<file path="src/rtl/alu_operand_loader.sv">
// Two-step operand loader: captures A, then B plus op, on rising edges of a load button,
// and hands the set downstream with a valid/ready handshake. Define ALU_LOADER_SYNC_EN to
// pass load/clear through two-flop synchronizers.
module alu_operand_loader #(
  parameter int unsigned WIDTH = 6,
  parameter int unsigned OPW   = 3
) (
  input  logic             clk,
  input  logic             rst_n,
  input  logic [WIDTH-1:0] data_in,
  input  logic [OPW-1:0]   op_in,
  input  logic             load,
  input  logic             clear,
  output logic [WIDTH-1:0] inA,
  output logic [WIDTH-1:0] inB,
  output logic [OPW-1:0]   op,
  output logic             out_valid,
  input  logic             out_ready,
  output logic [1:0]       state,
  output logic [7:0]       xfer_count
);

  typedef enum logic [1:0] {
    StWaitA = 2'b00,
    StWaitB = 2'b01,
    StValid = 2'b10
  } state_e;

  state_e           state_q, state_d;
  logic [WIDTH-1:0] in_a_q, in_a_d;
  logic [WIDTH-1:0] in_b_q, in_b_d;
  logic [OPW-1:0]   op_q, op_d;
  logic             out_valid_q, out_valid_d;
  logic [7:0]       xfer_q, xfer_d;
  logic             load_q;
  logic             load_s, clear_s;
  logic             load_rise;

`ifdef ALU_LOADER_SYNC_EN
  logic [1:0] load_sync_q, clear_sync_q;

  // load syncs reset high so a held button cannot look like a fresh edge
  always_ff @(posedge clk or negedge rst_n) begin
    if (!rst_n) begin
      load_sync_q  <= 2'b11;
      clear_sync_q <= 2'b00;
    end else begin
      load_sync_q  <= {load_sync_q[0], load};
      clear_sync_q <= {clear_sync_q[0], clear};
    end
  end

  assign load_s  = load_sync_q[1];
  assign clear_s = clear_sync_q[1];
`else
  assign load_s  = load;
  assign clear_s = clear;
`endif

  assign load_rise = load_s & ~load_q;

  always_comb begin
    state_d = state_q;
    in_a_d  = in_a_q;
    in_b_d  = in_b_q;
    op_d    = op_q;
    xfer_d  = xfer_q;

    // A handshake completing this cycle counts even if clear also fires
    if (state_q == StValid && out_ready) begin
      xfer_d = xfer_q + 8'd1;
    end

    if (clear_s) begin
      state_d = StWaitA;
      in_a_d  = '0;
      in_b_d  = '0;
      op_d    = '0;
    end else begin
      case (state_q)
        StWaitA: begin
          if (load_rise) begin
            in_a_d  = data_in;
            state_d = StWaitB;
          end
        end
        StWaitB: begin
          if (load_rise) begin
            in_b_d  = data_in;
            op_d    = op_in;
            state_d = StValid;
          end
        end
        StValid: begin
          if (out_ready) begin
            state_d = StWaitA;
          end
        end
        default: state_d = StWaitA;
      endcase
    end

    out_valid_d = (state_d == StValid);
  end

  always_ff @(posedge clk or negedge rst_n) begin
    if (!rst_n) begin
      state_q     <= StWaitA;
      in_a_q      <= '0;
      in_b_q      <= '0;
      op_q        <= '0;
      out_valid_q <= 1'b0;
      xfer_q      <= 8'd0;
      load_q      <= 1'b1;
    end else begin
      state_q     <= state_d;
      in_a_q      <= in_a_d;
      in_b_q      <= in_b_d;
      op_q        <= op_d;
      out_valid_q <= out_valid_d;
      xfer_q      <= xfer_d;
      load_q      <= load_s;
    end
  end

  assign inA        = in_a_q;
  assign inB        = in_b_q;
  assign op         = op_q;
  assign out_valid  = out_valid_q;
  assign state      = state_q;
  assign xfer_count = xfer_q;

endmodule
</file>
<file path="config.mk">
export PLATFORM = sky130hd
export DESIGN_NAME = alu_operand_loader
export DESIGN_NICKNAME = d
export VERILOG_FILES = /design/src/rtl/alu_operand_loader.sv
export SDC_FILE = /design/constraint.sdc
export NUM_CORES = 1
export LEC_CHECK = 0
export ABC_CLOCK_PERIOD_IN_PS = 1600
export CORE_UTILIZATION = 43
export CTS_CLUSTER_SIZE = 30
export DETAILED_ROUTE_END_ITERATION = 8
export PLACE_DENSITY = 0.77
export SLEW_MARGIN = 30
export SYNTH_ARGS = -nofsm -noshare
export SYNTH_HDL_FRONTEND = slang
export SYNTH_SLANG_ARGS = --single-unit
</file>
<file path="constraint.sdc">
create_clock -name clk -period 1.6 [get_ports clk]
set_input_delay 0.32 -clock clk [delete_from_list [all_inputs] [get_ports clk]]
set_output_delay 0.32 -clock clk [all_outputs]
set_load 0.01 [all_outputs]
</file>
==> flow_summary_export.csv <==
group,metric,value,unit
clock_network,cts_tree,"built",
timing,tns,0,ns
cells_and_area,multi_input_comb_area,427,um2
clock_network,clk_latency,0.31,ns
drt,ant_nets,0,
timing,finalSetupViolCount,0,
logic_synthesis,synth_ff_type,"dfrtp_1",
logic_synthesis,synth_fp_nets,114,
critical_path,cp.arrival,1.24,ns
cells_and_area,syn2layout_area_growth,54.1,%
logic_synthesis,ys_async_sr_fraction,100,%
drt,first_pass_iters,5,
die,initial_core_util,45.2,%
timing,slew_headroom,76.8,%
critical_path,cp_cell_sequence,"clkdlybuf4s50_1",
grt,grtUsageTotal,19.2,%
drt,drt_iter0_markers,10,
timing,post-route-min-period,1.56,ns
critical_path,crit_path_end_kind,"primary output",
placed_design,globalplace.congestion,0.719,
power_and_ir_drop,vdd_ir_drop_max,653,uV
clock_network,numCtsBuffers,3,
die,die_h,53.0,um
status,outcome,"finished, violations left",
logic_synthesis,yosysSeqAreaShare,60.4,%
grt,antenna_found_initial,0,
logic_synthesis,synth-seq-cells,27,
critical_path,critPathRequiredTime,1.28,ns
clock_network,cts.sinks,27,
critical_path,cp_top_family,"buffers and inverters",
drt,vias,919,
grt,grt_max_degree,28,
timing,hold_ws,0.358,ns
timing,report.final.slew_viol_count,0,
placed_design,io_buffer_count,39,
clock_network,clk_pin_slew,0.13,ns
power_and_ir_drop,leakage,0.966,nW
grt,grt_pass1_vias,886,
grt,grt_overflow_total,0,
grt,grt_pass1_wl,3850,um
timing,finalCritPeriodShare,97.3,%
worst_hold_path,min_path_type,"input port to asynchronous set/reset pin",
logic_synthesis,synth_edf_count,0,
die,pin_count,40,
placed_design,placedInstanceArea,1580,um2
status,violations,"design-rule violations",
critical_path,path_buf_inv,1,
die,die_w,53.0,um
power_and_ir_drop,power,0.00129,W
logic_synthesis,synthCells,99,
cells_and_area,num-nets-final,172,
clock_network,cts-root-buf,"clkbuf_4",
drt,vias_per_cell,4.94,
cells_and_area,regArea,679,um2
clock_network,cts_hold_buf,0,
clock_network,cts_buffer_depth,2,
critical_path,path_class,"register to primary output",
die,num_rows,18,
critical_path,r2r_slack,0.17,ns
placed_design,hpwl,1700,um
cells_and_area,num_antenna_cells,0,
critical_path,cp_max_fo,2,
logic_synthesis,synth-warning-count,0,
timing,report.final.hold_viol_count,0,
critical_path,cp_slowest_stage_delay,0.53,ns
cells_and_area,fill_cells,197,
drt,totalWireLength,2500,um
critical_path,cp-start-kind,"register",
drt,wl_per_cell,13.5,um
drt,drc,1,
logic_synthesis,avgSynthCellArea,11.3,um2
timing,fmax,643,MHz
timing,worst_pin_slew,0.348,ns
critical_path,slowest_stage,"clkdlybuf4s50_1",
power_and_ir_drop,pwr_density_cell,750,nW/um2
timing,fin_skew,0.00138,ns
logic_synthesis,syn_area,1120,um2
flow_run,drv_cap,0,
cells_and_area,final_area,1730,um2
logic_synthesis,synth_cell_types,24,
die,die-area,2810,um2
die,core,2480,um2
clock_network,cts-htree-levels,1,
cells_and_area,drive_above_1_share,17.3,%
## logic make-up (layout without fill, tap and decap cells)
group	count (synthesis)	in the layout	synth area share (%)
AOI/OAI and AO/OA	11	11	4.92
xor gates and xnor gates	8	8	6.26
adders and majority gates	1	1	1.12
buffers and inverters	4	61	1.45
DFF	27	27	60.4
muxes	7	7	6.37
and+or+nand+nor	41	41	19.4
## path summary, 6_finish.rpt
| path | start | cells after the start | end |
|---|---|---|---|
| worst min register to register | xfer_count[7] | 1 | xfer_count[7] |
| worst max-delay path | state[1] | 1 | state[1] |
| max in group asynchronous | rst_n | 2 | load_q |
| worst max register to register | state[0] | 5 | inA[3] |
| min in group clk | xfer_count[7] | 1 | xfer_count[7] |
| worst min-delay path | rst_n | 2 | xfer_count[0] |
## where the power goes
group          switching [W]  internal (W)
sequential         0.0000199      0.000719
combinational       0.000117      0.000154
clock               0.000187     0.0000975
total               0.000324      0.000971
## layer usage
layer	part of all wire (%)	vias up	wire length [um]	global-route usage (%)
li1	-	446	-	-
met1	45	440	1120	24.7
met2	49	31	1230	32.9
met3	5.4	2	136	3.45
met4	0.84	0	21	5.26
met5	0	-	0	0
## layout make-up
cell class | instances | share of cell area (%)
flip-flops and latches | 27 | 39.4
repair buffers | 57 | 32.2
clock buffers | 4 | 1.52
multi-input cells | 68 | 24.7
well taps | 30 | 2.18
## cell usage after synthesis, types with 2 or more instances
| cell | number | area share (%) |
|---|---|---|
| nor3_1 | 3 | 1.3 |
| dfrtp_1 | 26 | 58 |
| xnor2_1 | 4 | 3.1 |
| clkbuf_1 | 2 | 0.67 |
| nand2_1 | 19 | 6.4 |
| a21oi_1 | 11 | 4.9 |
| nand3_1 | 3 | 1.3 |
| xor2_1 | 4 | 3.1 |
| mux2i_1 | 6 | 5.4 |
| nor2_1 | 7 | 2.3 |
## sequential cells by signal (all words and copies together) (netlist names)
register / flops
xfer_count: 8
inA: 6
inB: 6
op: 3
state: 2
load_q: 1
out_valid: 1
## metrics by stage
stage / std cells / util, % / worst slack (ns)
after detailed placement: 170 / 63.6 / -0.0883
after global placement: 170 / 63.6 / -0.00820
after floorplan: 99 / - / 0.213
final: 186 / 69.6 / 0.0438
after global routing: 186 / 69.6 / -0.00190
after CTS: 183 / 67.5 / 0.00752
## what timing repair did
item	in CTS	in global routing
gates resized for setup	2	12
cloned	0	0
endpoints found under the setup margin	9	15
buffers inserted	9	3
## cells in the final DEF, fill, tap and decap left out, drive strengths merged
cell | synthesis | routed
nand3b | 1 | 1
or3b | 1 | 1
nor2b | 1 | 1
nand4bb | 1 | 1
and3 | 1 | 1
xnor2 | 4 | 4
clkbuf | 2 | 4
ha | 1 | 1
nor3 | 3 | 3
clkdlybuf4s50 | 0 | 27
dlymetal6s2s | 0 | 12
nand3 | 3 | 3
buf | 2 | 18
xor2 | 4 | 4
dfstp | 1 | 1
nand2 | 19 | 19
nand4 | 1 | 1
a21oi | 11 | 11
nor4bb | 1 | 1
and4b | 1 | 1
mux2 | 1 | 1
dfrtp | 26 | 26
nor4b | 1 | 1
nor2 | 7 | 7
mux2i | 6 | 6
No activity file was read; power rests on OpenSTA's default activity.
==> RTL edit 1 (config.mk and constraints unchanged) <==
`WIDTH`: 6 -> 4.
--- a/src/rtl/alu_operand_loader.sv
+++ b/src/rtl/alu_operand_loader.sv
@@ -2,7 +2,7 @@
 // and hands the set downstream with a valid/ready handshake. Define ALU_LOADER_SYNC_EN to
 // pass load/clear through two-flop synchronizers.
 module alu_operand_loader #(
-  parameter int unsigned WIDTH = 6,
+  parameter int unsigned WIDTH = 4,
   parameter int unsigned OPW   = 3
 ) (
   input  logic             clk,
Ports: changed (resized data_in, inA and inB); port bits go from 40 to 34. The function was not compared with the original's and may differ.
==> RTL edit 1 against the unedited design <==
Sequential cell count decreased by 4. Total power down 13%. Sequential share of layout area increased by 0.95 points. Maximum frequency decreased by 0.11%. Synthesized area is 14% lower. Critical path depth unchanged. Critical endpoint is now xfer_count[0]. Global-route usage shrank 0.096 points. Final area shrank 17%. Worst setup slack got worse by 1.7 ps. Wire length decreased by 19%.
==> RTL edit 1: results (changes against the unedited design) <==
Timing
  • Hold Slack: 346 ps (-12.1 ps)

Placement
  • Place WS: -64.7 ps (+23.5 ps)
  • Port Buffer Count: 33 (-15%)
  • Dpl hpwl: 1.45 mm (-15%)
  • Global placement routability congestion: 0.741 (+3.1%)

Synth
  • Net Count, Synth: 89 (-22%)
  • Post-synth top cells: dfrtp_1 (22), nor2_1 (15), mux2i_1 (11)
  • Seq/Total Area, Yosys: 0.596 (-0.00809)
  • Syn Area/Cell: 12.7 um2 (+13%)

Critical path
  • FF-to-FF End: inB[0]
  • CP endpoint: xfer_count[0]
  • Worst r2r src: state[1]
  • Worst r2r path cells: 4 (-1)

Power and ir drop
  • Clock power frac: 0.233 (+0.013)
  • Clk pwr: 0.262 mW (-7.7%)
  • VDD IR max: 0.496 mV (-24%)
  • Seq. pwr: 0.641 mW (-13%)
  • Pleak: 0.717 nW (-26%)

Global routing
  • First-pass GRT wire length: 3.53 mm (-8.4%)
  • Number of global-route vias before repair: 812 (-8.4%)
  • GR Util met3: 0.0343 (-0.000215)
  • Largest net degree at the start of global routing: 24 (-14%)
  • GR Layer Usage met2: 0.329 (-0.000347)
  • Total GRT Usage: 0.191 (-0.000955)

Run status
  • Status: finished, final reports clean

Route
  • Pre-antenna DRT Iters: 4 (-1)
  • DRT met1 WL: 875 um (-22%)
  • DR WL met2: 1.06 mm (-14%)
  • WL per Instance: 13.6 um (+1.1%)

Layout
  • # fillers: 163 (-17%)
-- RTL edit 1: worst register-to-register path, delay by kind of cell, from the launching register on --
kind                   cells  cell delay, ps
muxes                      1             230
buffers and inverters      1             160
and+or+nand+nor            2             520
DFF                        1             420
-- RTL edit 1: kinds of logic after synthesis --
family | after synthesis | synth area share
flip-flops | 23 | 0.596
XOR/XNOR | 8 | 0.0724
buffers and inverters | 2 | 0.0155
adder cells (fa/ha/maj) | 1 | 0.0129
AND/OR/NAND/NOR | 30 | 0.177
multiplexers | 12 | 0.125
-- RTL edit 1: cell type report --
cell class              count  area [um2]  share of cell area
repair buffers             44         422               0.294
flip-flops and latches     23         579               0.403
clock buffers               4        26.3              0.0183
well taps                  27        33.8              0.0235
multi-input cells          51         375               0.261
-- RTL edit 1: repair_timing --
action                     in CTS  in global routing
gates resized for setup         3                  4
buffers inserted                5                  1
setup endpoints to repair       6                  5
==> RTL edit 2 (same settings) <==
Made on the original files. Put one more register stage on the output `xfer_count`, without a reset. The value now appears one clock later. The other outputs are not delayed to match.
--- a/src/rtl/alu_operand_loader.sv
+++ b/src/rtl/alu_operand_loader.sv
@@ -128,6 +128,8 @@
   assign op         = op_q;
   assign out_valid  = out_valid_q;
   assign state      = state_q;
-  assign xfer_count = xfer_q;
+  always_ff @(posedge clk) begin
+    xfer_count <= xfer_q;
+  end
 
 endmodule
Behaviour: not the same (a bounded check fails within 10 cycles, from zero or initial values and one cycle with rst_n low).
==> RTL edit 2 against the unedited design <==
Final area rose by 6.5%. Sequential share of layout area is 6.3 points higher. Worst hold slack lost 2.1 ps. Sequential cell count is 8 higher. Non-clock buffer count decreased by 9. Wire length rose by 6.0%. Clock power grew 60%. Synthesized cell count is 8.1% higher. Critical path depth did not move. Synthesized area grew 14%. Total power grew 28%. Worst setup slack better by 16 ps. Critical endpoint is now inB[1]. Highest routed layer unchanged.
==> RTL edit 2: results (changes against the unedited design) <==
Run status
  • Status: finished, final reports clean

Layout
  • Share of cells above drive strength 1: 0.132 (-0.0410)
  • Net count, final: 173 (+0.58%)
  • Post-route non-filler standard cell count: 190 (+2.2%)

Synth
  • Synth unique cells: 25 (+4.2%)
  • Async SR Flop Fraction: 0.771 (-0.229)
  • Synth area leaders: dfrtp_1 (51%), dfxtp_1 (13%), nand2_1 (5.6%)
  • Seq/Total Area, Yosys: 0.654 (+0.0495)
  • Synth Area in Adders: 0.00978 (-0.00140)
  • Synth Area in Compound Gates: 0.0430 (-0.00615)
  • Net Count, Synth: 122 (+7.0%)
  • Post-synthesis mux area share: 0.0557 (-0.00797)

Power and ir drop
  • Pleak: 0.997 nW (+3.2%)
  • VDD IR max: 0.763 mV (+17%)

Route
  • Pre-antenna DRT Iters: 4 (-1)
  • 1st-iter DRT viols: 8 (-2)
  • Metal3 WL: 190 um (+40%)
  • Vias: 974 (+6.0%)

Global routing
  • GR Layer Usage met2: 0.303 (-0.0266)
  • Number of global-route vias before repair: 982 (+11%)

Placement
  • DP Area: 1750 um2 (+11%)
  • Dpl hpwl: 1.91 mm (+12%)
  • Placed Cells: 180 (+5.9%)
  • Global placement routability congestion: 0.717 (-0.28%)

Critical path
  • FF-to-FF End: inA[0]
  • CP startpoint: inB[1]
  • WP data arrival: 1220 ps (-20 ps)

Timing
  • Worst slew margin: 0.773 (+0.00477)
  • Skew final: 2.97 ps (+1.59 ps)

Clock network
  • Clock transition at path regs: 100 ps (-30 ps)
[RTL edit 2: cell count changes after synthesis, sizes merged]
cell,unedited run,this run
dfxtp,0,8
[RTL edit 2: final cells by class]
type,instances,area [um2]
well taps,31,38.8
multi-input cells,68,427
fillers,240,945
clock inverters,1,5.00
flip-flops and latches,35,840
clock buffers,7,45.0
repair buffers,48,482
[RTL edit 2: what timing repair did]
| action | in CTS | in global routing |
|---|---|---|
| setup endpoints to repair | 5 | 11 |
| setup buffers | 2 | 0 |
| gates resized for setup | 5 | 11 |
[RTL edit 2: power groups by stage]
stage / combinational [mW] / sequential, mW / clock [mW]
global route: 0.250 / 0.982 / 0.518
detailed placement: 0.230 / 0.999 / 0
floorplan: 0.0678 / 1.01 / 0
CTS: 0.237 / 0.977 / 0.473
global placement: 0.216 / 0.994 / 0
finish: 0.230 / 0.975 / 0.455
